--- config.mk ---
export PLATFORM = sky130hd
export DESIGN_NAME = argmax
export DESIGN_NICKNAME = d
export VERILOG_FILES = /design/src/rtl/argmax.sv
export SDC_FILE = /design/constraint.sdc
export NUM_CORES = 1
export LEC_CHECK = 0
export ABC_CLOCK_PERIOD_IN_PS = 5400
export BUFFER_PORTS_ARGS = -buffer_cell sky130_fd_sc_hd__buf_2
export CAP_MARGIN = 10
export CORE_MARGIN = 2
export CORE_UTILIZATION = 62
export DETAILED_ROUTE_END_ITERATION = 10
export PLACE_DENSITY_LB_ADDON = 0.1
export SETUP_SLACK_MARGIN = 0.3
export SYNTH_ARGS = -nofsm -noshare
export SYNTH_HDL_FRONTEND = slang
export SYNTH_SLANG_ARGS = --single-unit
--- constraint.sdc ---
create_clock -name clk -period 5.4 [get_ports clk]
set_input_delay 0.81 -clock clk [delete_from_list [all_inputs] [get_ports clk]]
set_output_delay 0.81 -clock clk [all_outputs]
set_load 0.02 [all_outputs]
--- src/rtl/argmax.sv ---
// Streaming argmax for the classifier output stage.
// After an arming edge (start in IDLE) the block accepts N signed scores,
// one per in_valid cycle, and reports the index of the first maximum with a
// one-cycle done pulse. max_index only changes on the edge that accepts the
// last score, so it stays stable for the whole of the following run.
module argmax #(
    parameter int N      = 10,
    parameter int DATA_W = 16,
    parameter int IDX_W  = 4
) (
    input  logic                     clk,
    input  logic                     reset,
    input  logic                     start,
    input  logic signed [DATA_W-1:0] in_data,
    input  logic                     in_valid,
    output logic [IDX_W-1:0]         max_index,
    output logic                     done
);

    typedef enum logic [1:0] {
        ST_IDLE = 2'd0,
        ST_RUN  = 2'd1,
        ST_DONE = 2'd2
    } state_t;

    state_t                     state;
    logic [IDX_W-1:0]           count;
    logic signed [DATA_W-1:0]   best_val;
    logic [IDX_W-1:0]           best_idx;

    logic                       take;
    logic                       last;
    logic [IDX_W-1:0]           win_idx;

    // Sample 0 always wins; later samples must be strictly greater (signed),
    // so ties keep the lower index.
    assign take    = (count == '0) || (in_data > best_val);
    assign last    = (count == IDX_W'(N - 1));
    // Winner including the sample being accepted now, used on the final edge.
    assign win_idx = take ? count : best_idx;

    // Control FSM plus running-max datapath with registered outputs.
    always_ff @(posedge clk or negedge reset) begin
        if (!reset) begin
            state     <= ST_IDLE;
            count     <= '0;
            best_val  <= '0;
            best_idx  <= '0;
            max_index <= '0;
            done      <= 1'b0;
        end else begin
            case (state)
                ST_IDLE: begin
                    // in_valid is ignored here; only start matters.
                    if (start) begin
                        state    <= ST_RUN;
                        count    <= '0;
                        best_val <= '0;
                        best_idx <= '0;
                    end
                end
                ST_RUN: begin
                    // in_valid low is a stall: nothing changes.
                    if (in_valid) begin
                        if (take) begin
                            best_val <= in_data;
                            best_idx <= count;
                        end
                        count <= count + IDX_W'(1);
                        if (last) begin
                            max_index <= win_idx;
                            done      <= 1'b1;
                            state     <= ST_DONE;
                        end
                    end
                end
                ST_DONE: begin
                    // Single-cycle done; start is re-evaluated once back in IDLE.
                    done  <= 1'b0;
                    state <= ST_IDLE;
                end
                default: begin
                    state <= ST_IDLE;
                    done  <= 1'b0;
                end
            endcase
        end
    end

endmodule

==> results of run 1 <==
[logic make-up after synthesis]
group / share of synthesized area
fa+ha+maj: 0.124
buf+inv: 0.0861
xor+xnor: 0.00913
simple gates: 0.159
compound gates: 0.0965
flops: 0.404
mux: 0.121
[final cells by class]
class | count | area [µm²] | area share
Multi-Input combinational cell | 132 | 982 | 0.463
Timing Repair Buffer | 25 | 128 | 0.0601
Clock buffer | 6 | 51.3 | 0.0242
Sequential cell | 31 | 776 | 0.366
Tap cell | 33 | 41.3 | 0.0195
Inverter | 37 | 139 | 0.0654
Clock inverter | 1 | 5.00 | 0.00236
[worst reg2reg max path, stage by stage (launching register included)]
cell	delay, ns
dfrtp_1	0.35
inv_1	0.04
ha_1	0.29
a21oi_1	0.18
o21ai_1	0.10
a31o_1	0.25
a211oi_4	0.36
mux2i_2	0.78
buf_4	0.36
mux2i_1	0.22
[sequential cells by signal, indices dropped and copies added (netlist names)]
register	cells
best_idx	4
best_val	16
count	4
done	1
max_index	4
state	2
[layout by cell type, fill, tap and decap left out, types with 4 or more instances in the layout]
cell type	count
mux2i_1	20
nor2_1	6
o21ai_0	6
nor3_1	6
inv_1	37
ha_1	19
a21oi_1	9
dfrtp_1	31
nand3_1	4
clkbuf_4	5
buf_2	24
nand2_1	30
[per-layer routing]
metal	wire, µm	share of wire	global-route usage	vias up
met3	131	0.036	0.0502	7
met5	0	0	0	-
met4	87	0.024	0.127	0
li1	-	-	-	732
met2	1830	0.50	0.411	32
met1	1590	0.44	0.289	703
[how the worst max path moves through the flow]
stage                      startpoint           end
after floorplan           in_data[15]  best_val[10]
after global placement    in_data[15]  best_val[14]
after detailed placement   in_data[5]  best_val[11]
after CTS                  in_data[5]  best_val[14]
after global routing       in_data[5]  best_val[14]
final                      in_data[5]   best_val[3]
[power by group through the flow]
stage | clock, mW | sequential, mW | combinational, mW
floorplan | 0 | 0.429 | 0.436
global placement | 0 | 0.420 | 0.548
detailed placement | 0 | 0.429 | 0.582
CTS | 0.140 | 0.424 | 0.586
global route | 0.152 | 0.440 | 0.665
finish | 0.139 | 0.424 | 0.578
==> impl_metrics.ini, run 1 <==
[placed_design]
gp_congestion = 0.746
dp_hpwl_um = 2840
numPortBuffers = 24
placed_area_mm2 = 0.00207
place_ws_ns = 1.82
place_inst = 258

[cells_and_area]
final_area_mm2 = 0.00212
final_core_util = 0.707
drive_above_1_share = 0.172
antenna_cells = 0
stdcell_count = 265
fillerInstances = 227
layout.nets = 271
area_growth_pct = 10.6

[setup_path]
crit_path_max_incr_delay_ns = 0.78
r2r-start = best_val[5]
cp-start-kind = input pin
crit_cells = 9
r2r_cells = 9
path_max_fanout = 11
path_class = in2reg
slowest_stage = mux2i_2
end_kind = flop
critPathRequiredTime_ns = 5.66
crit_chain = buf_2, ha_1, a21oi_1, o21ai_1, a31o_1, a211oi_4, mux2i_2, buf_4, mux2i_1
crit_family = multiplexers
worstReg2RegEnd = best_val[3]
critical_path_buf_inv_count = 2
arrival_ns = 3.47
r2r_setup_slack_ns = 2.41

[global_route]
grt_max_degree = 32
grt_usage = 0.244
antenna_found_initial = 0
overflow = 0
grt_pass1_wl_um = 6410
grt_pass1_vias = 1521

[worst_hold_path]
hp-class = reg2reg
hold_path_end = max_index[2]
worst_hold_path.num_cells = 2
hp-start = max_index[2]

[cts]
postCtsResizedCells = 0
cts.sinks = 31
htree_levels = 2
cts_inserted_buffers = 5
clock_path_buffers = 2
cts_tree = built
cts-root-buf = clkbuf_4
postCtsSetupBuffers = 0
clkTransAtPathRegs_ns = 0.10
clk_latency_ns = 0.33
ctsHoldBuffers = 0

[timing]
period_needed_ns = 3.21
finalHoldViolations = 0
period_share = 0.594
setup_ws_ns = 2.19
max_freq_ghz = 0.312
setup_violations = 0
rsz0062_at_grt = no
clock_skew_ns = 0.0103
slew_headroom = 0.429
timing.setup.tns_ns = 0
drv_slew = 0
fin_hold_ws_ns = 0.483
tightest_slew_ns = 0.839

[synthesis]
ys_async_sr_fraction = 1.00
syn_nets = 243
syn_inst = 204
ys_top_cells_by_area = dfrtp_1, ha_1, mux2i_1
yosysTopAreaCell = dfrtp_1
synth_top_area_frac = 0.404
synth.most_common_cell = inv_1
ys.flop_type = dfrtp_1
synth_common_cells = inv_1, dfrtp_1, nand2_1
synth_seq_area_share = 0.404
synth_seq_cells = 31
syn-mean-instance-area_um2 = 9.41
synth.distinct_cells = 32
yosys_warnings = 0
synth_edf_count = 0
syn-cell-area_mm2 = 0.00192

[detailed_routing]
avgViaCountPerCell = 5.56
vias = 1474
ant_nets = 0
wl_per_cell_um = 13.7
drcViolationCount = 0
drt_iter0_drc = 60
wl_um = 3640
first_pass_iters = 4

[power_and_ir_drop]
leakagePower_nw = 1.23
power_frac_clock = 0.122
power.density_mw_per_mm2 = 537
p_sw_mw = 0.478
p_int_mw = 0.662
power_frac_comb = 0.507
peakVddDrop_mv = 0.329
share_seq_of_total_power = 0.372
power_mw = 1.14
swShare = 0.419

[floorplan]
core_mm2 = 0.00300
die_h_um = 59.6
start_util = 0.639
die_area_mm2 = 0.00356
dieWidth_um = 59.6
boundaryPins = 25
fp-row-count = 20

[run]
maxCapViolations = 0

[status]
status = finished clean
Power figures use the tool's default switching activity.
==> inputs of run 2 (changes only) <==
--- a/config.mk
+++ b/config.mk
@@ -5,11 +5,12 @@
 export SDC_FILE = /design/constraint.sdc
 export NUM_CORES = 1
 export LEC_CHECK = 0
-export ABC_CLOCK_PERIOD_IN_PS = 5400
+export ABC_AREA = 1
+export ABC_CLOCK_PERIOD_IN_PS = 3220
 export BUFFER_PORTS_ARGS = -buffer_cell sky130_fd_sc_hd__buf_2
 export CAP_MARGIN = 10
 export CORE_MARGIN = 2
-export CORE_UTILIZATION = 62
+export CORE_UTILIZATION = 57
 export DETAILED_ROUTE_END_ITERATION = 10
 export PLACE_DENSITY_LB_ADDON = 0.1
 export SETUP_SLACK_MARGIN = 0.3
==> constraint.sdc (replaced) <==
create_clock -name clk -period 3.22 [get_ports clk]
set_input_delay 0.483 -clock clk [delete_from_list [all_inputs] [get_ports clk]]
set_output_delay 0.483 -clock clk [all_outputs]
set_load 0.02 [all_outputs]
==> impl_metrics.ini, run 2 <==
[timing]
period_share = 0.673
tightest_slew_ns = 0.671
setup_violations = 0
timing.setup.tns_ns = 0
rsz0062_at_grt = no
clock_skew_ns = 0.0128
finalHoldViolations = 0
period_needed_ns = 2.17
max_freq_ghz = 0.462
drv_slew = 0
slew_headroom = 0.552

[placed_design]
placed_area_mm2 = 0.00210
numPortBuffers = 24
dp_hpwl_um = 2710
gp_congestion = 0.811

[global_route]
grt_pass1_wl_um = 6560
antenna_found_initial = 0
grt_pass1_vias = 1509
grt_max_degree = 32
overflow = 0
grt_usage = 0.215

[setup_path]
crit_path_max_incr_delay_ns = 0.36
end_kind = flop
slowest_stage = dfrtp_1
cp-start-kind = flop
path_max_fanout = 17
critPathRequiredTime_ns = 3.50
arrival_ns = 2.45
crit_chain = inv_1, ha_1, a21oi_1, o21ai_0, a21oi_1, nand3_1, nand3_4, nand3_4, nand2_4, nand2_1, nand2_1
path_class = reg2reg

[cells_and_area]
drive_above_1_share = 0.138
antenna_cells = 0
final_area_mm2 = 0.00215
final_core_util = 0.650
area_growth_pct = 10.0
largest_reg_flops = 16
largest-register = best_val
fillerInstances = 324
final_common_cell = nand2_1
layout.nets = 328
final_cell_mix = nand2_1, inv_1, dfrtp_1

[power_and_ir_drop]
leakagePower_nw = 1.27
power_mw = 1.85
peakVddDrop_mv = 0.482
power.density_mw_per_mm2 = 859

[floorplan]
die_h_um = 62.6
core_mm2 = 0.00331
fp-row-count = 21
boundaryPins = 25
dieWidth_um = 62.6
start_util = 0.591
die_area_mm2 = 0.00392

[synthesis]
syn-cell-area_mm2 = 0.00196
syn_nets = 302
yosys_warnings = 0
synth_edf_count = 0
synth.most_common_cell = nand2_1
syn-mean-instance-area_um2 = 7.44
syn_inst = 263
synth_common_cells = nand2_1, inv_1, dfrtp_1
ys_async_sr_fraction = 1.00
synth_seq_cells = 31
ys_top_cells_by_area = dfrtp_1, nand2_1, ha_1
yosysTopAreaCell = dfrtp_1
synth_seq_area_share = 0.396
synth.distinct_cells = 22
synth_top_area_frac = 0.396
ys.flop_type = dfrtp_1

[detailed_routing]
drt_iter0_drc = 45
ant_nets = 0
wl_per_cell_um = 11.1
avgViaCountPerCell = 4.85
drcViolationCount = 0
vias = 1625
wl_um = 3730
first_pass_iters = 4

[cts]
ctsHoldBuffers = 0
htree_levels = 2
postCtsSetupBuffers = 0
clkTransAtPathRegs_ns = 0.09
cts_tree = built
clk_latency_ns = 0.34
clock_path_buffers = 2
cts_inserted_buffers = 5
cts.sinks = 31
postCtsResizedCells = 0
cts-root-buf = clkbuf_4

[status]
status = finished clean

[worst_hold_path]
hp-class = in2async

[run]
maxCapViolations = 0
run 2: per-stage QoR:
stage               std cells  worst slack [ns]  hold WS (ns)
global placement          328             0.887         0.456
finish                    335              1.05         0.168
floorplan                 263              1.24         0.187
CTS                       335              1.07         0.195
detailed placement        328             0.846         0.461
global route              335             0.847         0.216
run 2: logic make-up (layout without fill, tap and decap cells):
family / Yosys count / after routing / share of synthesized area
AO/OA/AOI/OAI: 15 / 15 / 0.0396
XOR/XNOR: 1 / 1 / 0.00448
adder cells (fa/ha/maj): 19 / 19 / 0.121
buffers and inverters: 53 / 79 / 0.111
flip-flops: 31 / 31 / 0.396
AND/OR/NAND/NOR: 144 / 144 / 0.327
run 2: final cells by class:
cell class	instances	area [µm²]	area share
clock buffer	6	51.3	0.0238
sequential	31	776	0.360
inverter	48	180	0.0837
multi-input combinational	179	963	0.447
timing repair buffer	24	120	0.0558
clock inverter	1	5.00	0.00232
tap	46	57.6	0.0267
run 2: worst max-delay path, delay by kind of cell, from the launching register on:
kind | cells | cell delay [ns]
adder cells (fa/ha/maj) | 1 | 0.32
buffers and inverters | 1 | 0.05
AO/OA/AOI/OAI | 3 | 0.43
AND/OR/NAND/NOR | 6 | 0.95
flip-flops | 1 | 0.36
run 2: worst paths after layout:
path	start	endpoint	slack (ns)	cells after the start
min in group clk	start	count[2]	0.35	2
max reg2reg	best_val[15]	best_val[8]	1.05	11
max	best_val[15]	best_val[8]	1.05	11
min reg2reg	max_index[0]	max_index[0]	0.48	2
max in group asynchronous	reset	max_index[3]	2.61	1
min	reset	count[3]	0.17	1
run 2: report_power, final:
group          leakage, nW  switching [mW]  internal (mW)
sequential           0.391          0.0996          0.561
clock               0.0341           0.129          0.101
combinational        0.843           0.638          0.323
run 2: layer usage:
layer | vias to the layer above | wire length, µm | GRT usage
met2 | 27 | 1670 | 0.351
met4 | 0 | 70 | 0.0917
met1 | 727 | 1850 | 0.276
li1 | 864 | - | -
met5 | - | 0 | 0
met3 | 7 | 148 | 0.0486
==> inputs of run 3 (changes only) <==
--- a/config.mk
+++ b/config.mk
@@ -5,12 +5,12 @@
 export SDC_FILE = /design/constraint.sdc
 export NUM_CORES = 1
 export LEC_CHECK = 0
-export ABC_AREA = 1
-export ABC_CLOCK_PERIOD_IN_PS = 3220
+export ABC_AREA = 0
+export ABC_CLOCK_PERIOD_IN_PS = 1860
 export BUFFER_PORTS_ARGS = -buffer_cell sky130_fd_sc_hd__buf_2
 export CAP_MARGIN = 10
 export CORE_MARGIN = 2
-export CORE_UTILIZATION = 57
+export CORE_UTILIZATION = 52
 export DETAILED_ROUTE_END_ITERATION = 10
 export PLACE_DENSITY_LB_ADDON = 0.1
 export SETUP_SLACK_MARGIN = 0.3
==> constraint.sdc (replaced) <==
create_clock -name clk -period 1.86 [get_ports clk]
set_input_delay 0.279 -clock clk [delete_from_list [all_inputs] [get_ports clk]]
set_output_delay 0.279 -clock clk [all_outputs]
set_load 0.02 [all_outputs]
==> impl_metrics.ini, run 3 (synthesized netlist as in run 1, its figures left out) <==
[status]
status = finished with violations
violations = setup timing

[setup_path]
r2r_cells = 8
path_max_fanout = 6
arrival_ns = 2.48
r2r-start = best_val[15]
r2r_setup_slack_ns = -0.41
cp-start-kind = flop
end_kind = flop
worstReg2RegEnd = best_val[10]
critPathRequiredTime_ns = 2.07
path_class = reg2reg

[worst_hold_path]
hp-class = in2async

[cts]
clkTransAtPathRegs_ns = 0.07
htree_levels = 2
cts_inserted_buffers = 5
cts.sinks = 31
clock_path_buffers = 2
ctsHoldBuffers = 0
clk_latency_ns = 0.29
cts-root-buf = clkbuf_8
cts_tree = built

[power_and_ir_drop]
leakagePower_nw = 1.37
power.density_mw_per_mm2 = 1660
peakVddDrop_mv = 0.750

[cells_and_area]
layout.nets = 292
antenna_cells = 0
largest_reg_flops = 16
final_area_mm2 = 0.00257
final_cell_mix = inv_1, dfrtp_1, nand2_1
largest-register = best_val
drive_above_1_share = 0.350
area_growth_pct = 33.8

[detailed_routing]
ant_nets = 0
vias = 1563
wl_per_cell_um = 14.3
first_pass_iters = 4
drt_iter0_drc = 78
wl_um = 4320
drcViolationCount = 0
avgViaCountPerCell = 5.18

[placed_design]
gp_congestion = 0.891
placed_area_mm2 = 0.00221
place_ws_ns = -0.399
numPortBuffers = 24
dp_hpwl_um = 3010

[timing]
setup_ws_ns = -0.410
period_share = 1.22
drv_slew = 0
period_needed_ns = 2.27
rsz0062_at_grt = yes
finalHoldViolations = 0
slew_headroom = 0.542
setup_violations = 24
clock_skew_ns = 0.00700
max_freq_ghz = 0.440
tightest_slew_ns = 0.687

[global_route]
grt_usage = 0.223
overflow = 0
grt_pass1_wl_um = 6980
antenna_found_initial = 0
grt_max_degree = 32
grt_pass1_vias = 1590

[floorplan]
dieWidth_um = 64.8
start_util = 0.532
boundaryPins = 25
die_h_um = 64.8
core_mm2 = 0.00361
fp-row-count = 22
die_area_mm2 = 0.00419

[run]
maxCapViolations = 0
## run 3: cell count changes in the layout (fill, tap and decap cells not counted), sizes merged, moves of 3 or more
cell | previous run | this run
a21oi | 8 | 11
clkbuf | 6 | 9
nor3 | 1 | 6
mux2i | 0 | 21
and4 | 0 | 4
nor3b | 0 | 3
nor2 | 26 | 6
nor2b | 0 | 3
nand3 | 30 | 4
nand2 | 83 | 30
buf | 24 | 45
inv | 48 | 37
## run 3: where the power goes
group	internal, mW	switching, mW	total (mW)
clock network	0.338	0.254	0.591
logic	1.24	1.22	2.46
registers	1.01	0.203	1.21
total	2.58	1.67	4.26
## run 3: layout make-up
cell class	instances	area, µm²
Multi-Input combinational cell	132	1170
Fill cell	269	1040
Sequential cell	31	776
Timing Repair Buffer	46	327
Inverter	37	139
Clock buffer	8	100
Tap cell	48	60.1
## run 3: critical path: stages, from the launching register on
cell and delay [ns]:
dfrtp_1 0.39, inv_2 0.07, ha_4 0.20, and4_4 0.21, a31o_1 0.23, a211oi_4 0.29
mux2i_4 0.38, clkbuf_16 0.22, mux2i_1 0.20
## run 3: how the worst max path moves through the flow
stage	startpoint	end	slack, ns	cells past startpoint
floorplan	best_val[10]	best_val[10]	-0.31	8
global placement	in_data[10]	best_idx[0]	-0.33	8
detailed placement	in_data[10]	best_val[3]	-0.40	8
CTS	best_val[15]	best_val[1]	-0.34	8
global route	best_val[15]	best_val[0]	-0.51	8
finish	best_val[15]	best_val[10]	-0.41	8
## run 3: stage by stage
stage | utilization | hold slack (ns) | power, mW | instances | setup TNS (ns)
after floorplan | - | -0.0166 | 2.53 | 204 | -5.57
after global placement | 0.614 | 0.357 | 3.08 | 287 | -6.46
after detailed placement | 0.614 | 0.375 | 3.18 | 287 | -7.97
after CTS | 0.690 | 0.0587 | 4.05 | 299 | -7.12
after global routing | 0.712 | 0.0843 | 4.59 | 302 | -10.59
final | 0.712 | 0.0296 | 4.26 | 302 | -8.24
## run 3: timing repair
action	in CTS	in global routing
endpoints found under the setup margin	24	26
pin swaps	7	3
buffers inserted	4	2
gates cloned	0	1
resized for setup	22	10
## run 3: routing by layer
metal,up-vias,GRT usage,part of all wire
met2,26,0.392,0.52
li1,777,-,-
met1,754,0.254,0.43
met5,-,0,0
met3,6,0.0573,0.031
met4,0,0.0984,0.016
